--- config.mk ---
export PLATFORM = sky130hd
export DESIGN_NAME = time_keeper_flat
export DESIGN_NICKNAME = d
export VERILOG_FILES = /design/src/rtl/time_keeper_if.sv /design/src/rtl/time_keeper.sv /design/src/flat_wrapper.sv
export SDC_FILE = /design/constraint.sdc
export NUM_CORES = 1
export LEC_CHECK = 0
export ABC_AREA = 1
export CORE_ASPECT_RATIO = 0.5
export CORE_UTILIZATION = 50
export DETAILED_ROUTE_END_ITERATION = 16
export PLACE_DENSITY_LB_ADDON = 0.25
export SYNTH_ARGS = -nofsm -noshare
export SYNTH_HDL_FRONTEND = slang
export SYNTH_SLANG_ARGS = --single-unit
--- constraint.sdc ---
create_clock -name clk -period 1.6 [get_ports clk]
set_input_delay 0.48 -clock clk [delete_from_list [all_inputs] [get_ports clk]]
set_output_delay 0.48 -clock clk [all_outputs]
set_load 0.02 [all_outputs]
--- src/rtl/time_keeper_if.sv ---
// rtl/time_keeper_if.sv - setting controls and time-of-day outputs of time_keeper
// dec_short exists only when TIME_DEC_EN is defined.
interface time_keeper_if;
  logic        setting_enable;
  logic        set_hr_or_min;
  logic        inc_short;
`ifdef TIME_DEC_EN
  logic        dec_short;
`endif
  logic [13:0] hour;
  logic [13:0] minute;
  logic [5:0]  second;
  logic        sec_tick;
  logic        min_tick;
  logic        setting_active;

  modport master (
`ifdef TIME_DEC_EN
    output dec_short,
`endif
    output setting_enable, set_hr_or_min, inc_short,
    input  hour, minute, second, sec_tick, min_tick, setting_active
  );

  modport slave (
`ifdef TIME_DEC_EN
    input  dec_short,
`endif
    input  setting_enable, set_hr_or_min, inc_short,
    output hour, minute, second, sec_tick, min_tick, setting_active
  );
endinterface

--- src/rtl/time_keeper.sv ---
// rtl/time_keeper.sv - 24-hour time-of-day counter with button-driven setting mode
// Optional decrement button enabled by defining TIME_DEC_EN.
module time_keeper #(
  parameter int unsigned CLK_DIV = 50000000,
  parameter int unsigned PRESC_W = 32
) (
  input  logic         clk,
  input  logic         rst_n,
  time_keeper_if.slave bus
);

  localparam logic [PRESC_W-1:0] PRESC_MAX = PRESC_W'(CLK_DIV - 1);

  typedef enum logic {RUN, SET} state_t;

  state_t             state;
  logic [PRESC_W-1:0] presc_q;
  logic [4:0]         hour_q;
  logic [5:0]         minute_q;
  logic [5:0]         second_q;
  logic               sec_tick_q;
  logic               min_tick_q;
  logic               setting_active_q;
  logic               inc_prev;

  logic tick;
  logic sec_carry;
  logic min_carry;
  logic hr_carry;
  logic inc_rise;
  logic adj_up;
  logic adj_dn;

  // >= rather than == so a corrupted field still wraps on its next step
  assign tick      = (presc_q >= PRESC_MAX);
  assign sec_carry = (second_q >= 6'd59);
  assign min_carry = (minute_q >= 6'd59);
  assign hr_carry  = (hour_q >= 5'd23);
  assign inc_rise  = bus.inc_short & ~inc_prev;

`ifdef TIME_DEC_EN
  logic dec_prev;
  logic dec_rise;

  assign dec_rise = bus.dec_short & ~dec_prev;
  // Opposing presses in one cycle cancel out
  assign adj_up   = inc_rise & ~dec_rise;
  assign adj_dn   = dec_rise & ~inc_rise;

  always_ff @(posedge clk or negedge rst_n) begin
    if (!rst_n) dec_prev <= 1'b0;
    else        dec_prev <= bus.dec_short;
  end
`else
  assign adj_up = inc_rise;
  assign adj_dn = 1'b0;
`endif

  always_ff @(posedge clk or negedge rst_n) begin
    if (!rst_n) begin
      state            <= RUN;
      presc_q          <= '0;
      hour_q           <= '0;
      minute_q         <= '0;
      second_q         <= '0;
      sec_tick_q       <= 1'b0;
      min_tick_q       <= 1'b0;
      setting_active_q <= 1'b0;
      inc_prev         <= 1'b0;
    end else begin
      inc_prev <= bus.inc_short;
      case (state)
        RUN: begin
          // Carry into minute/hour still lands when this edge also enters SET
          if (tick && sec_carry) begin
            minute_q <= min_carry ? 6'd0 : minute_q + 6'd1;
            if (min_carry) hour_q <= hr_carry ? 5'd0 : hour_q + 5'd1;
          end
          if (bus.setting_enable) begin
            state            <= SET;
            setting_active_q <= 1'b1;
            presc_q          <= '0;
            second_q         <= '0;
            sec_tick_q       <= 1'b0;
            min_tick_q       <= 1'b0;
          end else begin
            presc_q    <= tick ? '0 : presc_q + PRESC_W'(1);
            sec_tick_q <= tick;
            min_tick_q <= tick & sec_carry;
            if (tick) second_q <= sec_carry ? 6'd0 : second_q + 6'd1;
          end
        end
        SET: begin
          presc_q    <= '0;
          second_q   <= '0;
          sec_tick_q <= 1'b0;
          min_tick_q <= 1'b0;
          if (adj_up) begin
            if (bus.set_hr_or_min) minute_q <= min_carry ? 6'd0 : minute_q + 6'd1;
            else                   hour_q   <= hr_carry  ? 5'd0 : hour_q + 5'd1;
          end else if (adj_dn) begin
            if (bus.set_hr_or_min)
              minute_q <= (minute_q == 6'd0 || minute_q > 6'd59) ? 6'd59 : minute_q - 6'd1;
            else
              hour_q   <= (hour_q == 5'd0 || hour_q > 5'd23) ? 5'd23 : hour_q - 5'd1;
          end
          if (!bus.setting_enable) begin
            state            <= RUN;
            setting_active_q <= 1'b0;
          end
        end
        default: state <= RUN;
      endcase
    end
  end

  assign bus.hour           = {9'd0, hour_q};
  assign bus.minute         = {8'd0, minute_q};
  assign bus.second         = second_q;
  assign bus.sec_tick       = sec_tick_q;
  assign bus.min_tick       = min_tick_q;
  assign bus.setting_active = setting_active_q;

endmodule

--- src/flat_wrapper.sv ---
// flat-port wrapper written by rule: the top's interface ports become plain ports
module time_keeper_flat 
#(
  parameter int unsigned CLK_DIV = 50000000,
  parameter int unsigned PRESC_W = 32
)
  (clk, rst_n, bus_setting_enable, bus_set_hr_or_min, bus_inc_short, bus_hour, bus_minute, bus_second, bus_sec_tick, bus_min_tick, bus_setting_active);
  time_keeper_if bus_i ();
  input  logic clk;
  input  logic rst_n;
  input wire logic [$bits(bus_i.setting_enable)-1:0] bus_setting_enable;
  input wire logic [$bits(bus_i.set_hr_or_min)-1:0] bus_set_hr_or_min;
  input wire logic [$bits(bus_i.inc_short)-1:0] bus_inc_short;
  output wire logic [$bits(bus_i.hour)-1:0] bus_hour;
  output wire logic [$bits(bus_i.minute)-1:0] bus_minute;
  output wire logic [$bits(bus_i.second)-1:0] bus_second;
  output wire logic [$bits(bus_i.sec_tick)-1:0] bus_sec_tick;
  output wire logic [$bits(bus_i.min_tick)-1:0] bus_min_tick;
  output wire logic [$bits(bus_i.setting_active)-1:0] bus_setting_active;
  assign bus_i.setting_enable = bus_setting_enable;
  assign bus_i.set_hr_or_min = bus_set_hr_or_min;
  assign bus_i.inc_short = bus_inc_short;
  assign bus_hour = bus_i.hour;
  assign bus_minute = bus_i.minute;
  assign bus_second = bus_i.second;
  assign bus_sec_tick = bus_i.sec_tick;
  assign bus_min_tick = bus_i.min_tick;
  assign bus_setting_active = bus_i.setting_active;
  time_keeper #(.CLK_DIV(CLK_DIV), .PRESC_W(PRESC_W)) u_core (.clk(clk), .rst_n(rst_n), .bus(bus_i));
endmodule
[Yosys cells after proc, flatten, opt, wreduce, memory -nomap -nowiden]
Index checks and enable logic that the tools add are counted.
Cells by class
  add/sub/neg operators: 4
  $mul: 0
  div/mod/pow operators: 0
  magnitude comparators: 4
  eq/ne operators: 8
  shifts and indexed selects: 0
  multiplexer cells: 26
  bitwise gates (word level): 4
  reductions and logical operators: 4
Operators by type and width (number)
  $mux W32: 2
  $pmux W32 S2: 1
  $mux W6: 7
  $add A32 B1 Y32 const B: 1
  $ge A32 B26 Y1 const B: 1
  $mux W5: 5
  $pmux W6 S2: 2
  $add A6 B1 Y6 const B: 2
  $ge A6 B6 Y1 const B: 2
  $ne A2 B2 Y1 const B: 5
  $pmux W5 S2: 1
  $pmux W1 S2: 3
  $add A5 B1 Y5 const B: 1
  $ge A5 B5 Y1 const B: 1
  $mux W1: 5
  $ne A2 B1 Y1 const B: 2
  $reduce_and A4 Y1: 1
  $ne A3 B2 Y1 const B: 1
  $reduce_and A3 Y1: 1
  $and A1 B1 Y1: 2
  $not A1 Y1: 2
  $reduce_and A2 Y1: 1
  $logic_and A1 B1 Y1: 1
Word-level totals
  bits in registers: 54
  bits in latches: 0
  memory bits (writable): 0
  memory bits (read-only): 0
  input port bits: 5
  output and inout bits: 37
  logic and storage cells: 59
  memories kept: 0

[Logic depth before layout (Yosys ltp)]
Gate-level depths: netlist of the first run.
  depth in word-level cells: 5
  depth in mapped cells: 12
  depth with buffers taken out: 12

[Worst setup path before layout of the first run]
OpenSTA, ideal clock, no wires.
  path type: register -> register
  from: register u_core.presc_q[0]
  to: register u_core.presc_q[25]
  library setup time: 0.069 ns
  arrival: 1.493 ns
  data required time: 1.531 ns
  slack: 0.038 ns
  stages on the path, launching flop included: 12
  buffers on the path: 1
  period minus slack after synthesis: 1.562 ns
  cell sequence: dfrtp_1 ha_1 nand3_1 inv_1 nand2_1 nand2_1 nand3_2 nand2_4 nor2_8 inv_4 buf_6 nor2_2
On the way
  word-level cells in the longest chain between the ends: 4
  elaborated cells between the ends (all ways): 5
  those cells by class: 1 x add/sub; 1 x order compare; 3 x mux
RTL lines
  from (decl): line time_keeper.sv:17  | logic [PRESC_W-1:0] presc_q;
  from (signal assigned): line time_keeper.sv:87  | presc_q <= tick ? '0 : presc_q + PRESC_W'(1);
  $add A32 B1 Y32 / $ge A32 B26 Y1 (equally long branches): line time_keeper.sv:87, time_keeper.sv:35
  $mux W32 (*): line time_keeper.sv:87
  $mux W32 (*): line time_keeper.sv:79  | if (bus.setting_enable) begin
  $pmux W32 S2 (*): line time_keeper.sv:72  | case (state)
Every way passes the cells marked *; elsewhere a longest branch is shown, timed or not.
A chain may end at the register's enable or synchronous reset.

[Final worst setup path of the first run]
  from: register u_core.presc_q[0]
  to: register u_core.presc_q[20]
The elaborated chain is that of the path after synthesis.

==> results.ini, run 1 <==
[floorplanning]
io-pin-count = 42
die_w_um = 112
core_um2 = 5660
start_util_pct = 53.6
die_h_um = 57.1
die_area_um2 = 6410
rows = 19

[global_route]
antenna_found_initial = 0
grt_max_degree = 46
grt_pass1_wl_mm = 12.8
grt-ovfl-total = 0
track_usage_pct = 25.9
grt_pass1_vias = 2775

[job]
drv_cap = 0

[logic_synthesis]
synth_flop_cell = dfrtp_1
synth_area_um2 = 3040
synth.top_cell.area_share_pct = 44.5
synth_edf_count = 0
ys.warnings.count = 0
yosysSeqAreaShare_pct = 44.5
synth_seq_cells = 54
synth_cells = 384
syn_avg_cell_area_um2 = 7.90
synth_async_sr_flop_share_pct = 100
synth_cell_types = 33
ys_top_cells_by_area = dfrtp_1 45%, nand2_1 9.5%, nor2_1 7.2%
synth_top_area_cell = dfrtp_1

[cells_and_area]
multi_input_area_um2 = 1830
regArea_um2 = 1350
area_delta_synth_final_pct = 40.7
mostFrequentLayoutCells = 66 x nand2_1, 54 x dfrtp_1, 49 x nor2_1
nFillCells = 342
final_cells = 543
fin_nets = 479
n_antenna_cell = 0
final_common_cell = nand2_1
drive_gt1_share_pct = 32.6

[run_status]
violations = design-rule violations, negative setup slack
status = finished with violations

[drt]
via_per_inst = 5.28
first_pass_iters = 14
drc_errors = 2
drt_iter0_markers = 122
wl_per_cell_um = 14.9
final_antenna_net_count = 0
vias = 2867
routed_wl_mm = 8.11

[timing]
max_freq_mhz = 593
finalSetupTns_ns = -1.36
final-max-slew-violation-count = 0
setup_ws_ns = -0.0850
clock-skew-final_ns = 0.00783
setup-violations-final = 29
fin_crit_sh_pct = 105
rsz0062_at_grt = true
finalWorstPathRequiredPeriod_ns = 1.69
finalHoldViolCount = 0

[place]
gp_congestion = 0.875
dpl.hpwl_mm = 4.78
placement.io_buffers = 24
post-place-cells = 517

[worst_setup_path]
path_class = reg -> reg
start_kind = flip-flop
worstPathMaxFanout = 5
end_kind = flip-flop
critPathRequiredTime_ns = 1.83
cp.arrival_ns = 1.91

[clock_tree]
cts_tree = built
cts_buffers = 5
clock_sinks = 54
cts_root_buffer = clkbuf_16
cts-htree-levels = 2
clkLatencyLatePin_ns = 0.30
clock_path_buffers = 2
cts.clk_slew.worst_paths_ns = 0.07

[power]
power_density_nw_per_um2 = 770
power_leakage_uw = 0.00199
ir_drop_mv = 0.695

[worst_hold_path]
hold_path_class = in -> async

-- flip-flops by register name, indices dropped and copies added, names as in the netlist --
register and count:
u_core.bus.second 6, u_core.presc_q 32, u_core.bus.sec_tick 1, u_core.inc_prev 1, u_core.hour_q 5, u_core.bus.setting_active 1
u_core.state 1, u_core.bus.min_tick 1, u_core.minute_q 6
-- final timing paths --
kind	from	to	slack, ns	depth (start not counted)
min in group clk	u_core.presc_q[22]$_DFF_PN0_	u_core.presc_q[22]$_DFF_PN0_	0.50	2
setup reg to reg	u_core.presc_q[0]$_DFF_PN0_	u_core.presc_q[20]$_DFF_PN0_	-0.09	12
max in group asynchronous	rst_n	u_core.presc_q[5]$_DFF_PN0_	1.04	2
setup / recovery	u_core.presc_q[0]$_DFF_PN0_	u_core.presc_q[20]$_DFF_PN0_	-0.09	12
hold reg to reg	u_core.presc_q[22]$_DFF_PN0_	u_core.presc_q[22]$_DFF_PN0_	0.50	2
hold / removal	rst_n	u_core.minute_q[0]$_DFFE_PN0P_	0.03	1
-- metrics by stage --
stage | setup WS (ns) | utilization [%] | hold WS (ns) | total power [µW] | area [µm²]
floorplan | 0.0376 | - | 0.184 | 1890 | 3120
global placement | -0.144 | 62.9 | 0.355 | 2110 | 3560
detailed placement | -0.178 | 62.9 | 0.356 | 2140 | 3560
CTS | -0.0909 | 71.9 | 0.0418 | 3250 | 4070
global route | -0.188 | 75.5 | 0.0521 | 3420 | 4270
finish | -0.0850 | 75.5 | 0.0306 | 3290 | 4270
-- power by group --
group	switching [µW]	internal, µW
Clock	521	622
Combinational	403	231
Sequential	68.6	1440
Total	993	2290
-- routing by layer --
metal	track usage (%)	share of wire, %	vias to the layer above
li1	-	-	1352
met5	0	0	-
met1	28.8	40	1373
met2	47.7	51	106
met4	14.3	4.4	0
met3	5.42	4.6	36
-- critical path, cell delays in order (launching register included) --
cell	delay [ns]
dfrtp_1	0.39
buf_6	0.13
ha_4	0.17
nand3_4	0.08
inv_2	0.04
nand2_2	0.05
nand2_2	0.07
nand3_4	0.09
nand2_8	0.10
nor2_8	0.20
buf_6	0.14
o21ai_2	0.05
nor2_1	0.12
-- final cells by class --
type,instances,area share (%)
clock buffer,6,3.25
clock inverter,2,0.293
inverter,45,4.31
multi-input combinational,288,42.9
sequential,54,31.6
tap,73,2.14
timing repair buffer,74,15.0
timing repair inverter,1,0.469
-- cell usage after synthesis, types with 4 or more instances --
cell     instances
nor2_2          14
nor2_1          58
inv_1           42
a21oi_1         11
nor3_1          18
nand2_2          5
ha_1             5
nand4_1          5
nand2_1         77
buf_4           18
o21ai_0          8
nor2_4           4
nand3_1         32
dfrtp_1         54
xor2_1           7
-- kinds of logic after synthesis --
kind of cell,synth area share [%]
XOR/XNOR,2.60
buffers and inverters,11.0
AND/OR/NAND/NOR,35.7
flip-flops,44.5
AO/OA/AOI/OAI,3.96
adder cells (fa/ha/maj),2.06
other,0.124
-- repair_timing --
item,4_1_cts,5_1_grt
pin swaps,28,12
endpoints found under the hold margin,0,0
resized for setup,87,37
setup buffers,10,6
hold buffers,0,0
endpoints found under the setup margin,63,45
gates cloned,2,1
(Power assumes the default switching activity.)
==> run 2: changes to the inputs <==
--- a/config.mk
+++ b/config.mk
@@ -7,7 +7,8 @@
 export LEC_CHECK = 0
 export ABC_AREA = 1
 export CORE_ASPECT_RATIO = 0.5
-export CORE_UTILIZATION = 50
+export CORE_UTILIZATION = 51
+export CTS_BUF_LIST = sky130_fd_sc_hd__clkbuf_2
 export DETAILED_ROUTE_END_ITERATION = 16
 export PLACE_DENSITY_LB_ADDON = 0.25
 export SYNTH_ARGS = -nofsm -noshare
==> run 2 against run 1 <==
Effect of this change:
- clock-buffer cell count shrank 1
- die area shrank 1.9%
- worst hold slack gained 0.36 ns
- design area shrank 2.7%
- clock skew grew 0.0065 ns
- global-route usage shrank 2.2 points
- critical endpoint is now u_core.minute_q[4]$_DFFE_PN0P_
- sequential share of layout area grew 0.91 points
- the flow still finishes with violations (design-rule violations, negative setup slack)
- setup slack gained 0.044 ns
==> results.ini, run 2 (synthesis gave the netlist of run 1 again) <==
[power]
p_sw_share_pct = 33.5  ; +3.3 points
power_density_nw_per_um2 = 671  ; -13%
pwr-share-clk_pct = 18.5  ; -16 points
power_switching_uw = 934  ; -5.9%
ir_drop_mv = 0.628  ; -9.7%
power_frac_comb_pct = 27.6  ; +8.3 points
power_leakage_uw = 0.00201  ; +1.2%
p_int_uw = 1850  ; -19%
p_seq_share_pct = 53.9  ; +8.0 points

[timing]
rsz0062_at_grt = true
setup-violations-final = 14  ; -52%
clock-skew-final_ns = 0.0143  ; +0.00649 ns
finalHoldViolCount = 0  ; unchanged
finalWorstPathRequiredPeriod_ns = 1.64  ; -0.0443 ns
final-max-slew-violation-count = 0  ; unchanged
max_freq_mhz = 609  ; +2.7%
fin_crit_sh_pct = 103  ; -2.8 points
setup_ws_ns = -0.0407  ; +0.0443 ns

[clock_tree]
cts_root_buffer = clkbuf_2
cts_tree = built
clock_sinks = 54  ; unchanged
cts-htree-levels = 2  ; unchanged
cts.clk_slew.worst_paths_ns = 0.26  ; +0.19 ns
cts_buffers = 5  ; unchanged
clock_path_buffers = 2  ; unchanged
clkLatencyLatePin_ns = 0.44  ; +0.14 ns

[global_route]
grt-ovfl-total = 0  ; unchanged
grt_pass1_wl_mm = 11.9  ; -7.1%
grt_pass1_vias = 2792  ; +0.61%
grt_max_degree = 45  ; -2.2%
track_usage_pct = 23.7  ; -2.2 points
antenna_found_initial = 0  ; unchanged

[drt]
final_antenna_net_count = 0  ; unchanged
drt_iter0_markers = 89  ; -27%
first_pass_iters = 10  ; -4
vias = 2882  ; +0.52%
drc_errors = 10  ; +8
via_per_inst = 5.12  ; -3.0%
wl_per_cell_um = 13.5  ; -9.8%
routed_wl_mm = 7.59  ; -6.5%

[worst_setup_path]
crit_chain = buf_4 > ha_1 > nor2_1 > inv_1 > nand2_1 > inv_1 > nor2_1 > nand3_2 > nand2_1
critPathRequiredTime_ns = 2.00  ; +0.17 ns
rrSetupSlack_ns = -0.04  ; +0.04 ns
cp.arrival_ns = 2.04  ; +0.13 ns
start_kind = flip-flop
cp_slowest_cell = dfrtp_1
end_kind = flip-flop
path_class = reg -> reg
endpoint = u_core.minute_q[4]$_DFFE_PN0P_
r2r_start = u_core.minute_q[0]$_DFFE_PN0P_
worstPathMaxFanout = 5  ; unchanged
startpoint = u_core.minute_q[0]$_DFFE_PN0P_
reg2reg_to = u_core.minute_q[4]$_DFFE_PN0P_
slowest_delay_ns = 0.44  ; +0.05 ns
reg2reg_depth = 9  ; -3

[floorplanning]
die_w_um = 111  ; -0.97%
die_area_um2 = 6280  ; -1.9%
rows = 19  ; unchanged
io-pin-count = 42  ; unchanged
core_um2 = 5610  ; -0.84%
start_util_pct = 54.1  ; +0.45 points
die_h_um = 56.6  ; -0.95%

[place]
placed_cell_area_um2 = 3590  ; +0.84%
placement.io_buffers = 24  ; unchanged
gp_congestion = 0.844  ; -3.6%
dpl.hpwl_mm = 4.59  ; -3.9%

[cells_and_area]
mostFrequentLayoutCells = 66 x nand2_1, 60 x buf_4, 53 x dfrtp_1
drive_gt1_share_pct = 39.2  ; +6.6 points
n_antenna_cell = 0  ; unchanged
fin_area_um2 = 4160  ; -2.7%
nFillCells = 389  ; +14%
area_delta_synth_final_pct = 36.9
fin_nets = 499  ; +4.2%
multi_input_area_um2 = 1760  ; -4.1%
fin_util_pct = 74.1  ; -1.4 points
regMostFlops = u_core.presc_q
largest_register_ffs = 32  ; unchanged
final_common_cell = nand2_1
regArea_um2 = 1350  ; about the same

[run_status]
violations = design-rule violations, negative setup slack
status = finished with violations

[worst_hold_path]
hold_path_class = in -> async

[job]
drv_cap = 0  ; unchanged

==> run 2: cell count changes in the layout (fill, tap and decap cells not counted), moves of 5 or more <==
cell,delta
clkbuf_16,-5
clkbuf_2,+5
buf_2,+16
nor2_4,-5
nor2_2,+7
dlygate4sd2_1,-20
buf_4,+20
buf_6,+5
inv_2,+5
==> run 2: worst min path at each step <==
stage / from / to / cells after the start
2_1_floorplan: rst_n / u_core.bus.min_tick$_DFF_PN0_ / 0
3_3_place_gp: rst_n / u_core.bus.second[3]$_DFFE_PN0P_ / 1
3_5_place_dp: rst_n / u_core.bus.second[5]$_DFFE_PN0P_ / 1
4_1_cts: rst_n / u_core.bus.second[5]$_DFFE_PN0P_ / 2
5_1_grt: rst_n / u_core.bus.second[3]$_DFFE_PN0P_ / 2
6_report: rst_n / u_core.bus.second[5]$_DFFE_PN0P_ / 2
==> run 2: final cells by class <==
| cell class | count | area share [%] |
|---|---|---|
| multi-input combinational | 288 | 42.3 |
| sequential | 54 | 32.6 |
| timing repair buffer | 95 | 17.9 |
| inverter | 45 | 4.25 |
| tap | 73 | 2.20 |
| clock buffer | 5 | 0.602 |
| clock inverter | 3 | 0.271 |
==> run 2: routing by layer <==
metal | share of wire [%] | global-route usage (%) | vias to the layer above
met2 | 52 | 45.6 | 76
met5 | 0 | 0 | -
met4 | 1.7 | 6.37 | 0
li1 | - | - | 1395
met1 | 42 | 27.5 | 1396
met3 | 4.0 | 4.21 | 15
==> run 2: what timing repair did <==
item | CTS | global route
pin swaps | 15 | 29
hold buffers | 1 | 0
resized for setup | 119 | 64
buffers inserted | 17 | 14
gates cloned | 1 | 1
hold endpoints to repair | 10 | 0
setup endpoints to repair | 63 | 50
==> run 2: critical path, delay by kind of cell, from the launching register on <==
kind,cells,cell delay [ns]
buf+inv,3,0.35
fa+ha+maj,1,0.22
flops,1,0.44
simple gates,5,0.60
==> run 2: power groups by stage <==
stage          Clock [µW]  Sequential [µW]  Combinational (µW)
2_1_floorplan           0             1620                 265
3_3_place_gp            0             1530                 592
3_5_place_dp            0             1530                 610
4_1_cts               529             1490                 670
5_1_grt               583             1510                 835
6_report              516             1500                 770
==> run 2: through the flow <==
step	cells	worst slack, ns	power [µW]	setup TNS [ns]	hold slack [ns]
2_1_floorplan	406	0.0376	1890	0	0.184
3_3_place_gp	521	-0.132	2120	-2.64	0.370
3_5_place_dp	521	-0.195	2140	-4.15	0.378
4_1_cts	548	-0.0353	2690	-0.278	0.391
5_1_grt	563	-0.145	2930	-2.78	0.363
6_report	563	-0.0407	2790	-0.290	0.394
